==> src/rtl/pong_engine.sv <==
// pong_engine: two-player pong on the VGA pixel stream (paddles, ball, scoring, serve/play/over FSM).
// Optional build macro PONG_SPEEDUP_EN: each paddle hit raises the ball step by one, up to BALL_STEP_MAX.
module pong_engine #(
    parameter int COORD_W         = 10,
    parameter int H_ACTIVE        = 800,
    parameter int V_ACTIVE        = 600,
    parameter int PADDLE_W        = 100,
    parameter int PADDLE_H        = 20,
    parameter int PADDLE_STEP     = 20,
    parameter int BALL_SIZE       = 16,
    parameter int BALL_STEP       = 8,
    parameter int BALL_STEP_MAX   = 24,
    parameter int FRAMES_PER_TICK = 2,
    parameter int SERVE_TICKS     = 30,
    parameter int WIN_SCORE       = 7,
    parameter int SCORE_W         = 4
) (
    input  logic               pixel_clk,
    input  logic               rst_n,
    input  logic               start,
    input  logic               p1_left,
    input  logic               p1_right,
    input  logic               p2_left,
    input  logic               p2_right,
    input  logic [COORD_W-1:0] h_coord,
    input  logic [COORD_W-1:0] v_coord,
    output logic [3:0]         red,
    output logic [3:0]         green,
    output logic [3:0]         blue,
    output logic [SCORE_W-1:0] score1,
    output logic [SCORE_W-1:0] score2,
    output logic [1:0]         game_state,
    output logic               winner
);

    typedef enum logic [1:0] {S_IDLE = 2'd0, S_SERVE = 2'd1, S_PLAY = 2'd2, S_OVER = 2'd3} state_t;
    typedef logic signed [COORD_W:0] spos_t;
    typedef logic [COORD_W-1:0]      coord_t;

    localparam int FC_W   = (FRAMES_PER_TICK > 1) ? $clog2(FRAMES_PER_TICK) : 1;
    localparam int SC_W   = $clog2(SERVE_TICKS + 1);
    localparam int STEP_W = $clog2(BALL_STEP_MAX + 1);

    localparam spos_t ZERO       = '0;
    localparam spos_t PW         = spos_t'(PADDLE_W);
    localparam spos_t PH         = spos_t'(PADDLE_H);
    localparam spos_t BSZ        = spos_t'(BALL_SIZE);
    localparam spos_t PSTEP      = spos_t'(PADDLE_STEP);
    localparam spos_t PAD_MAX    = spos_t'(H_ACTIVE - PADDLE_W);
    localparam spos_t PAD_CENTRE = spos_t'((H_ACTIVE - PADDLE_W) / 2);
    localparam spos_t BALL_X_MAX = spos_t'(H_ACTIVE - BALL_SIZE);
    localparam spos_t BALL_X0    = spos_t'((H_ACTIVE - BALL_SIZE) / 2);
    localparam spos_t BALL_Y0    = spos_t'((V_ACTIVE - BALL_SIZE) / 2);
    localparam spos_t BOT_HIT_Y  = spos_t'(V_ACTIVE - PADDLE_H - BALL_SIZE);
    localparam spos_t BOT_MISS_Y = spos_t'(V_ACTIVE - BALL_SIZE);
    localparam spos_t P2_Y       = spos_t'(V_ACTIVE - PADDLE_H);
    localparam spos_t H_END      = spos_t'(H_ACTIVE);
    localparam spos_t V_END      = spos_t'(V_ACTIVE);
    localparam coord_t H_LAST    = coord_t'(H_ACTIVE - 1);
    localparam coord_t V_LAST    = coord_t'(V_ACTIVE - 1);

    localparam logic [SCORE_W-1:0] WIN     = SCORE_W'(WIN_SCORE);
    localparam logic [FC_W-1:0]    FC_LAST = FC_W'(FRAMES_PER_TICK - 1);
    localparam logic [SC_W-1:0]    SC_LAST = SC_W'(SERVE_TICKS - 1);
    localparam logic [STEP_W-1:0]  STEP0   = STEP_W'(BALL_STEP);

    state_t              state;
    logic                eof_r;
    logic [FC_W-1:0]     frame_cnt;
    logic [SC_W-1:0]     serve_cnt;
    spos_t               p1_x, p2_x, ball_x, ball_y;
    logic                dx_pos, dy_pos;
    logic [STEP_W-1:0]   step;

    logic                tick;
    spos_t               step_s, bx_try, by_try, bx_new, by_new, p1_new, p2_new;
    logic                dx_new, dy_new, over_p1, over_p2, hit, p1_scores, p2_scores;
    logic [STEP_W-1:0]   step_hit, step_new;
    logic [SCORE_W-1:0]  s1_inc, s2_inc;
    spos_t               hs, vs;
    logic                on_ball, on_p1, on_p2, active;
    logic [11:0]         pix;

    assign game_state = state;

    function automatic spos_t paddle_next(spos_t x, logic left, logic right);
        spos_t t;
        t = x;
        if (left) begin
            t = x - PSTEP;
            if (t < ZERO) t = ZERO;
        end else if (right) begin
            t = x + PSTEP;
            if (t > PAD_MAX) t = PAD_MAX;
        end
        return t;
    endfunction

    // Game physics for one tick; overlap uses pre-move ball and paddle positions.
    always_comb begin
        tick    = eof_r && (frame_cnt == '0);
        step_s  = spos_t'(step);
        p1_new  = paddle_next(p1_x, p1_left, p1_right);
        p2_new  = paddle_next(p2_x, p2_left, p2_right);
        over_p1 = (ball_x < p1_x + PW) && (ball_x + BSZ > p1_x);
        over_p2 = (ball_x < p2_x + PW) && (ball_x + BSZ > p2_x);
        bx_try  = dx_pos ? ball_x + step_s : ball_x - step_s;
        by_try  = dy_pos ? ball_y + step_s : ball_y - step_s;
        bx_new  = bx_try;
        dx_new  = dx_pos;
        if (bx_try < ZERO) begin
            bx_new = ZERO;
            dx_new = 1'b1;
        end else if (bx_try > BALL_X_MAX) begin
            bx_new = BALL_X_MAX;
            dx_new = 1'b0;
        end
        by_new    = by_try;
        dy_new    = dy_pos;
        hit       = 1'b0;
        p1_scores = 1'b0;
        p2_scores = 1'b0;
        if (!dy_pos) begin
            if (by_try <= PH && over_p1) begin
                by_new = PH;
                dy_new = 1'b1;
                hit    = 1'b1;
            end else if (by_try <= ZERO) begin
                p2_scores = 1'b1;
            end
        end else begin
            if (by_try >= BOT_HIT_Y && over_p2) begin
                by_new = BOT_HIT_Y;
                dy_new = 1'b0;
                hit    = 1'b1;
            end else if (by_try >= BOT_MISS_Y) begin
                p1_scores = 1'b1;
            end
        end
`ifdef PONG_SPEEDUP_EN
        step_hit = (step < STEP_W'(BALL_STEP_MAX)) ? step + 1'b1 : step;
`else
        step_hit = step;
`endif
        step_new = hit ? step_hit : step;
        s1_inc   = score1 + 1'b1;
        s2_inc   = score2 + 1'b1;
    end

    // Half-open rectangle hit tests for the current pixel.
    always_comb begin
        hs      = $signed({1'b0, h_coord});
        vs      = $signed({1'b0, v_coord});
        active  = (hs < H_END) && (vs < V_END);
        on_ball = (state != S_IDLE) && (hs >= ball_x) && (hs < ball_x + BSZ)
                  && (vs >= ball_y) && (vs < ball_y + BSZ);
        on_p1   = (hs >= p1_x) && (hs < p1_x + PW) && (vs < PH);
        on_p2   = (hs >= p2_x) && (hs < p2_x + PW) && (vs >= P2_Y) && (vs < P2_Y + PH);
        pix     = 12'h000;
        if (active) begin
            if (on_ball)    pix = 12'hFFF;
            else if (on_p1) pix = 12'hF00;
            else if (on_p2) pix = 12'h00F;
        end
    end

    // start is a single-cycle pulse with no handshake: it is acted on in the cycle it is
    // seen while in IDLE or OVER and ignored in every other state.
    always_ff @(posedge pixel_clk) begin
        if (!rst_n) begin
            state              <= S_IDLE;
            eof_r              <= 1'b0;
            frame_cnt          <= '0;
            serve_cnt          <= '0;
            p1_x               <= PAD_CENTRE;
            p2_x               <= PAD_CENTRE;
            ball_x             <= BALL_X0;
            ball_y             <= BALL_Y0;
            dx_pos             <= 1'b1;
            dy_pos             <= 1'b1;
            step               <= STEP0;
            score1             <= '0;
            score2             <= '0;
            winner             <= 1'b0;
            {red, green, blue} <= 12'h000;
        end else begin
            eof_r              <= (h_coord == H_LAST) && (v_coord == V_LAST);
            {red, green, blue} <= pix;
            if (eof_r) frame_cnt <= (frame_cnt == FC_LAST) ? '0 : frame_cnt + 1'b1;
            case (state)
                S_IDLE, S_OVER: begin
                    if (start) begin
                        state     <= S_SERVE;
                        serve_cnt <= '0;
                        ball_x    <= BALL_X0;
                        ball_y    <= BALL_Y0;
                        step      <= STEP0;
                        if (state == S_OVER) begin
                            score1 <= '0;
                            score2 <= '0;
                            p1_x   <= PAD_CENTRE;
                            p2_x   <= PAD_CENTRE;
                        end
                    end
                end
                S_SERVE: begin
                    if (tick) begin
                        p1_x <= p1_new;
                        p2_x <= p2_new;
                        if (serve_cnt == SC_LAST) state <= S_PLAY;
                        else serve_cnt <= serve_cnt + 1'b1;
                    end
                end
                S_PLAY: begin
                    if (tick) begin
                        p1_x   <= p1_new;
                        p2_x   <= p2_new;
                        ball_x <= bx_new;
                        dx_pos <= dx_new;
                        if (p1_scores || p2_scores) begin
                            if (p1_scores) score1 <= s1_inc;
                            else           score2 <= s2_inc;
                            if ((p1_scores ? s1_inc : s2_inc) == WIN) begin
                                state  <= S_OVER;
                                winner <= p2_scores;
                            end else begin
                                // Serve toward whoever conceded.
                                state     <= S_SERVE;
                                serve_cnt <= '0;
                                ball_x    <= BALL_X0;
                                ball_y    <= BALL_Y0;
                                dy_pos    <= p1_scores;
                                step      <= STEP0;
                            end
                        end else begin
                            ball_y <= by_new;
                            dy_pos <= dy_new;
                            step   <= step_new;
                        end
                    end
                end
                default: state <= S_IDLE;
            endcase
        end
    end

endmodule

==> config.mk <==
export PLATFORM = sky130hd
export DESIGN_NAME = pong_engine
export DESIGN_NICKNAME = d
export VERILOG_FILES = /design/src/rtl/pong_engine.sv
export SDC_FILE = /design/constraint.sdc
export NUM_CORES = 1
export LEC_CHECK = 0
export ABC_AREA = 1
export CORE_MARGIN = 4
export CORE_UTILIZATION = 47
export DETAILED_ROUTE_END_ITERATION = 8
export HOLD_SLACK_MARGIN = 0.1
export PLACE_DENSITY = 0.67
export SYNTH_ARGS = -nofsm -noshare
export SYNTH_HDL_FRONTEND = slang
export SYNTH_SLANG_ARGS = --single-unit
==> constraint.sdc <==
create_clock -name pixel_clk -period 2.59 [get_ports pixel_clk]
set_input_delay 0.6475 -clock pixel_clk [delete_from_list [all_inputs] [get_ports pixel_clk]]
set_output_delay 0.6475 -clock pixel_clk [all_outputs]
set_load 0.01 [all_outputs]
* Word level (Yosys, flattened, before mapping) *
Index checks and enable logic that the tools add are counted.

operators by class
  reductions and logical operators = 36
  multiplexer cells = 78
  bitwise gates (word level) = 1
  add/sub/neg operators = 16
  eq/ne operators = 22
  $lt $le $gt $ge = 26

operators by type and width
  operator                 count
  $mux W11                 27
  $pmux W11 S2             4
  $lt A11 B11 Y1           6
  $mux W5                  10
  $add A11 B6 Y11 const B  4
  $ge A11 B11 Y1           4
  $mux W4                  10
  $gt A11 B11 Y1 const B   3
  $lt A11 B1 Y1 const B    3
  $mux W12                 2
  $add A11 B6 Y11          2
  $add A11 B8 Y11 const B  2
  $ge A11 B11 Y1 const B   2
  $gt A11 B11 Y1           2
  $ne A2 B2 Y1 const B     11
  $sub A11 B6 Y11          2
  $sub A11 B6 Y11 const B  2
  $eq A10 B10 Y1 const B   2
  $lt A10 B10 Y1 const B   2
  $reduce_and A6 Y1        3
  $logic_and A1 B1 Y1      16
  $pmux W4 S2              2
  $reduce_and A4 Y1        4
  $pmux W5 S3              1
  26 further kinds         53

word-level totals
  word-level logic and storage cells = 196
  input port bits = 27
  flip-flop bits (word level) = 81
  output and inout bits = 23

* Logic depth before layout (Yosys ltp) *
  word-level depth = 12
  gate-level depth with buffers = 21
  gate-level depth less buffers = 21

* Least setup slack after synthesis *
No wires, ideal clock.

  path kind = register -> register
  start point = register ball_x[4]
  end point = register ball_x[0]
  clock period less this slack = 2.768 ns
  setup time = 0.120 ns
  arrival = 2.648 ns
  slack = -0.178 ns
  data required time = 2.470 ns
  stages on the path, launching flop included = 20
  buffers on the path = 0
  cell sequence = dfxtp_1 -> ha_1 -> nand3_1 -> xor2_1 -> inv_1 -> ha_1 -> nand2_1 -> inv_1 -> nand3_1 -> or3_1 -> nand3_1 -> nor2_1 -> nand3_2 -> nand2_1 -> nand2_1 -> nand2_2 -> nand2_2 -> nand2_2 -> a21oi_1 -> nor2_1

on the way
  longest elaborated chain between the ends = 12
  elaborated cells on any way between the ends = 27
  those cells by class = add/sub: 3; order compare: 6; eq/ne: 1; mux: 12; reduce/logical: 5

RTL lines
  what                    RTL line  RTL
  from (decl)             71        spos_t p1_x, p2_x, ball_x, ball_y;
  from (signal assigned)  218       ball_x <= bx_new;
  $add A11 B6 Y11         105, 106
  $gt A11 B11 Y1          106       over_p2 = (ball_x < p2_x + PW) && (ball_x + BSZ > p2_x);
  $logic_and A1 B1 Y1     106
  $logic_and A1 B1 Y1     132       if (by_try >= BOT_HIT_Y && over_p2) begin
  $mux W1                 132
  $mux W1                 123       if (!dy_pos) begin
  $mux W4                 223       if ((p1_scores ? s1_inc : s2_inc) == WIN) begin
  $eq A4 B3 Y1            223
  $mux W11                223
  $mux W11 (*)            220       if (p1_scores || p2_scores) begin
  $mux W11 (*)            215       if (tick) begin
  $pmux W11 S2 (*)        190       case (state)

Every way passes the cells marked *; elsewhere a longest branch is shown, timed or not. The select of a mux whose other input is x is not followed.
A chain may end at the register's enable or synchronous reset.

* Worst setup path after layout *
  start point = register ball_x[4]
  end point = register serve_cnt[1]

on the way
  longest elaborated chain between the ends = 10
  elaborated cells on any way between the ends = 19
  those cells by class = add/sub: 1; order compare: 4; eq/ne: 3; mux: 5; reduce/logical: 6

RTL lines
  what                                    RTL line  RTL
  $add A11 B6 Y11                         105, 106
  $gt A11 B11 Y1                          106
  $logic_and A1 B1 Y1                     106
  $logic_and A1 B1 Y1                     132
  $mux W1                                 132
  $mux W1                                 123
  $mux W4                                 223
  $eq A4 B3 Y1                            223
  $ne A2 B2 Y1 (no source line)           -
  $reduce_and A6 Y1 (no source line) (*)  -
  to (signal assigned)                    211       else serve_cnt <= serve_cnt + 1'b1;
  to (decl)                               70        logic [SC_W-1:0] serve_cnt;

Every way passes the cells marked *; elsewhere a longest branch is shown, timed or not.

==> impl_summary.txt <==
----------------------------------------------------
[Logic synthesis]
  Async SR Flop Fraction ... 0%
  Number of warnings reported in the yosys synthesis log ... 0
  Most frequently used flop master after synthesis ... sky130_fd_sc_hd__dfxtp_1
  Mean instance size in the synthesized netlist ... 6.61 um2
  Leading area contributor after synthesis ... sky130_fd_sc_hd__ha_1
  Distinct cells, synth ... 51
  Number of synthesized register bits ... 62
  Simple-Gate Fraction of Synth Area ... 29.2%
  Main combinational cell family by area after synthesis ... simple AND/OR/NAND/NOR gates
  Net count of the mapped netlist ... between 1,000 and 1,500
  Count of flip-flops with a built-in enable after synthesis ... 0
  Share of Yosys cell area claimed by the top area cell type ... between 20 and 25%
  Sequential fraction of the synthesis area ... 17.1%
  Adder and majority gate portion of the synthesized area ... 22.7%
  Synth area leaders ... sky130_fd_sc_hd__ha_1 (22%), sky130_fd_sc_hd__dfxtp_1 (17%), sky130_fd_sc_hd__nand2_1 (12%)
  Share of the synthesized area in compound gates (AO/OA/AOI/OAI) ... between 15 and 20%
  Post-synthesis cell area ... about 0.0072 mm2
  Post-Synthesis Cells ... 1,096
  Fraction of synthesized area in multiplexers ... 0%
  Fraction of synthesized cell area in xor and xnor cells ... 5.56%

[GRT]
  Number of global-route vias before repair ... 7,646
  Antenna violations before repair ... 1
  Maximum number of pins on one net before global-route repair ... 24
  Wire length of the first global-routing pass ... 37.3 mm
  Global routing usage summed across all routing layers ... roughly a quarter
  Total grt overflow ... 0

[Clocking]
  Post-CTS clock slew at the launch and capture registers of the worst setup and hold paths ... 60 ps
  CTS H-tree depth ... 3
  Hold_buf cts ... 0
  CTS tree ... built
  Longest Clk Path Bufs ... 2
  Clk_lat worst skew ... 350 ps
  CTS Root Cell ... sky130_fd_sc_hd__clkbuf_16
  Sink count of the clock tree ... 62
  Num CTS Buffers ... 9

[Worst setup path]
  Nature of the critical path endpoint ... register
  Data required, critical path ... 2820 ps
  Worst-path maximum fanout ... 6
  CP arrival ... 3060 ps
  Sort of element at the start of the critical path ... register
  Worst Path Class, Setup ... register to register
  Worst R2R Setup Slack ... -230 ps

[Placement]
  Post-DP HPWL ... around 18 mm
  Count of input and output buffers ... between 40 and 50
  Worst setup slack after placement ... -283 ps
  Final GP Congestion ... approximately 0.96
  Placed cell count ... around 1,500

[Power]
  Power Dens Cells ... between 900 and 1000 mW/mm2
  Leakage dissipation ... 0.00497 uW
  Power consumption ... ~9800 uW
  Maximum VDD drop ... 0.000581 V

[Drt]
  Avg Vias per Cell ... 5.41
  Total via count in the routed design ... 8,173
  Overall routed net length ... 23.6 mm
  Average wire length per cell after detail routing ... 15.7 um
  # DRC ... 0
  Initial detailed-routing violation count ... 658
  Initial DRT Pass Iterations ... 5
  Post-route ant nets ... 0

[STA]
  Final setup vio count ... 35
  Pins Over Slew Limit ... 0
  Worst Setup Slack, final ... -235 ps
  Final count of hold timing violations ... 0
  Unrepaired setup endpoints after global routing ... true
  Worst-margin pin slew ... 543 ps
  Final Cycle Share ... 109%
  Slew HR ... 63.5%
  Min Tclk post-route ... 2820 ps
  Highest Clock Rate ... 0.354 GHz
  Worst clock skew ... 10.1 ps
  Fin Setup TNS ... -5550 ps

[Min path]
  Classification of the worst-slack hold path ... register to register

[Die]
  IO Count ... 50
  Rows ... 45
  Area of the core ... around 0.015 mm2
  Die span in x ... 132 um
  Initial standard-cell utilization of the core ... 47.8%
  Die height ... 132 um
  Area enclosed by the die boundary ... between 0.015 and 0.02 mm2

[Finish]
  Area Overhead vs Synth ... 42.6%
  Diode insertion count for antenna repair ... 0
  Leading cell type in the layout, fill and taps excluded ... sky130_fd_sc_hd__nand2_1
  Post-route non-filler standard cell count ... 1,510
  Commonest non-fill, non-tap cells in the layout ... sky130_fd_sc_hd__nand2_1 (204), sky130_fd_sc_hd__buf_4 (173), sky130_fd_sc_hd__inv_1 (129), sky130_fd_sc_hd__ha_1 (112), sky130_fd_sc_hd__nor2_1 (95)
  Fill cells ... 1,243
  Fraction of layout cells with a size suffix above 1 ... 26.7%
  Final net count ... 1,474

[Run]
  Reported max-cap violation count ... 0

[Run status]
  Status ... finished with violations
  Violations in the final reports ... negative setup slack

----------------------------------------------------
==> what timing repair did <==
action	CTS	global route
setup endpoints to repair	37	46
pin swaps	22	64
buffers inserted	9	12
gates resized for setup	59	111
==> kinds of logic (layout without fill, tap and decap cells) <==
group | Yosys count | in the layout
simple gates | 487 | 487
compound gates | 194 | 194
xor+xnor | 46 | 46
flops | 62 | 62
fa+ha+maj | 130 | 130
buf+inv | 177 | 403
==> registers in the layout (all words and copies together) (netlist names) <==
register	count
red	1
ball_y	9
dy_pos	1
blue	1
serve_cnt	5
p1_x	10
p2_x	10
green	1
game_state	2
ball_x	10
dx_pos	1
frame_cnt	1
score1	4
winner	1
score2	4
eof_r	1
==> final timing paths <==
kind              cells after the start           end      start
setup / recovery                     19  serve_cnt[1]  ball_x[4]
setup reg to reg                     19  serve_cnt[1]  ball_x[4]
hold reg to reg                       2     frame_cnt  frame_cnt
hold / removal                        2     frame_cnt  frame_cnt
==> synth_stat cells, types with 10 or more instances <==
master,number
sky130_fd_sc_hd__nand2_1,230
sky130_fd_sc_hd__inv_1,138
sky130_fd_sc_hd__ha_1,128
sky130_fd_sc_hd__nor2_1,114
sky130_fd_sc_hd__a21oi_1,89
sky130_fd_sc_hd__nand3_1,74
sky130_fd_sc_hd__dfxtp_1,62
sky130_fd_sc_hd__o21ai_0,49
sky130_fd_sc_hd__xor2_1,38
sky130_fd_sc_hd__nand4_1,27
sky130_fd_sc_hd__o211ai_1,15
sky130_fd_sc_hd__nor3_1,12
sky130_fd_sc_hd__buf_4,10
==> critical path: stages (launching register included) <==
cell                      delay, ps
sky130_fd_sc_hd__dfxtp_4        390
sky130_fd_sc_hd__nand3_4         90
sky130_fd_sc_hd__nor2_2         110
sky130_fd_sc_hd__nand2_1         80
sky130_fd_sc_hd__xor2_1         190
sky130_fd_sc_hd__inv_1           80
sky130_fd_sc_hd__ha_1           290
sky130_fd_sc_hd__nand3_1         60
sky130_fd_sc_hd__or3_4          400
sky130_fd_sc_hd__nand3_4         80
sky130_fd_sc_hd__nor2_4          40
sky130_fd_sc_hd__nand3_4        140
sky130_fd_sc_hd__nand2_4         80
sky130_fd_sc_hd__nand2_4         70
sky130_fd_sc_hd__nand2_4         70
sky130_fd_sc_hd__nand2_4         90
sky130_fd_sc_hd__buf_12         130
sky130_fd_sc_hd__nand3_4        100
sky130_fd_sc_hd__o21ai_2        160
sky130_fd_sc_hd__nor2_1          40
==> area by class of cell <==
type | instances | area [um2] | share of cell area (%)
multi-input cells | 857 | 5960 | 57.7
repair buffers | 235 | 1970 | 19.0
flip-flops and latches | 62 | 1270 | 12.3
inverters | 152 | 591 | 5.72
well taps | 188 | 235 | 2.28
clock buffers | 9 | 225 | 2.18
clock inverters | 7 | 81.3 | 0.787
==> through the flow <==
stage | instance area [um2] | util [%] | hold WS (ps)
after floorplan | 7340 | - | 432
after global placement | 9200 | 60.7 | 452
after detailed placement | 9200 | 60.7 | 456
after CTS | 9800 | 64.7 | 464
after global routing | 10300 | 68.2 | 512
final | 10300 | 68.2 | 468
==> power breakdown <==
group	total (uW)	leakage, uW	switching [uW]	internal, uW
Clock	1270	0.000147	513	758
Sequential	1500	0.000507	302	1200
Combinational	7000	0.00431	3850	3150
Total	9780	0.00497	4670	5110
==> per-layer routing <==
layer / part of all wire [%] / wire, um / track usage, % / up-vias
met5: 0.038 / 9 / 0 / -
met4: 2.8 / 671 / 8.34 / 2
met3: 5.5 / 1290 / 5.53 / 54
met2: 47 / 11100 / 42.8 / 233
met1: 45 / 10600 / 33.9 / 3750
li1: - / - / - / 4134
Note: power is estimated with default switching activity, not from simulation.
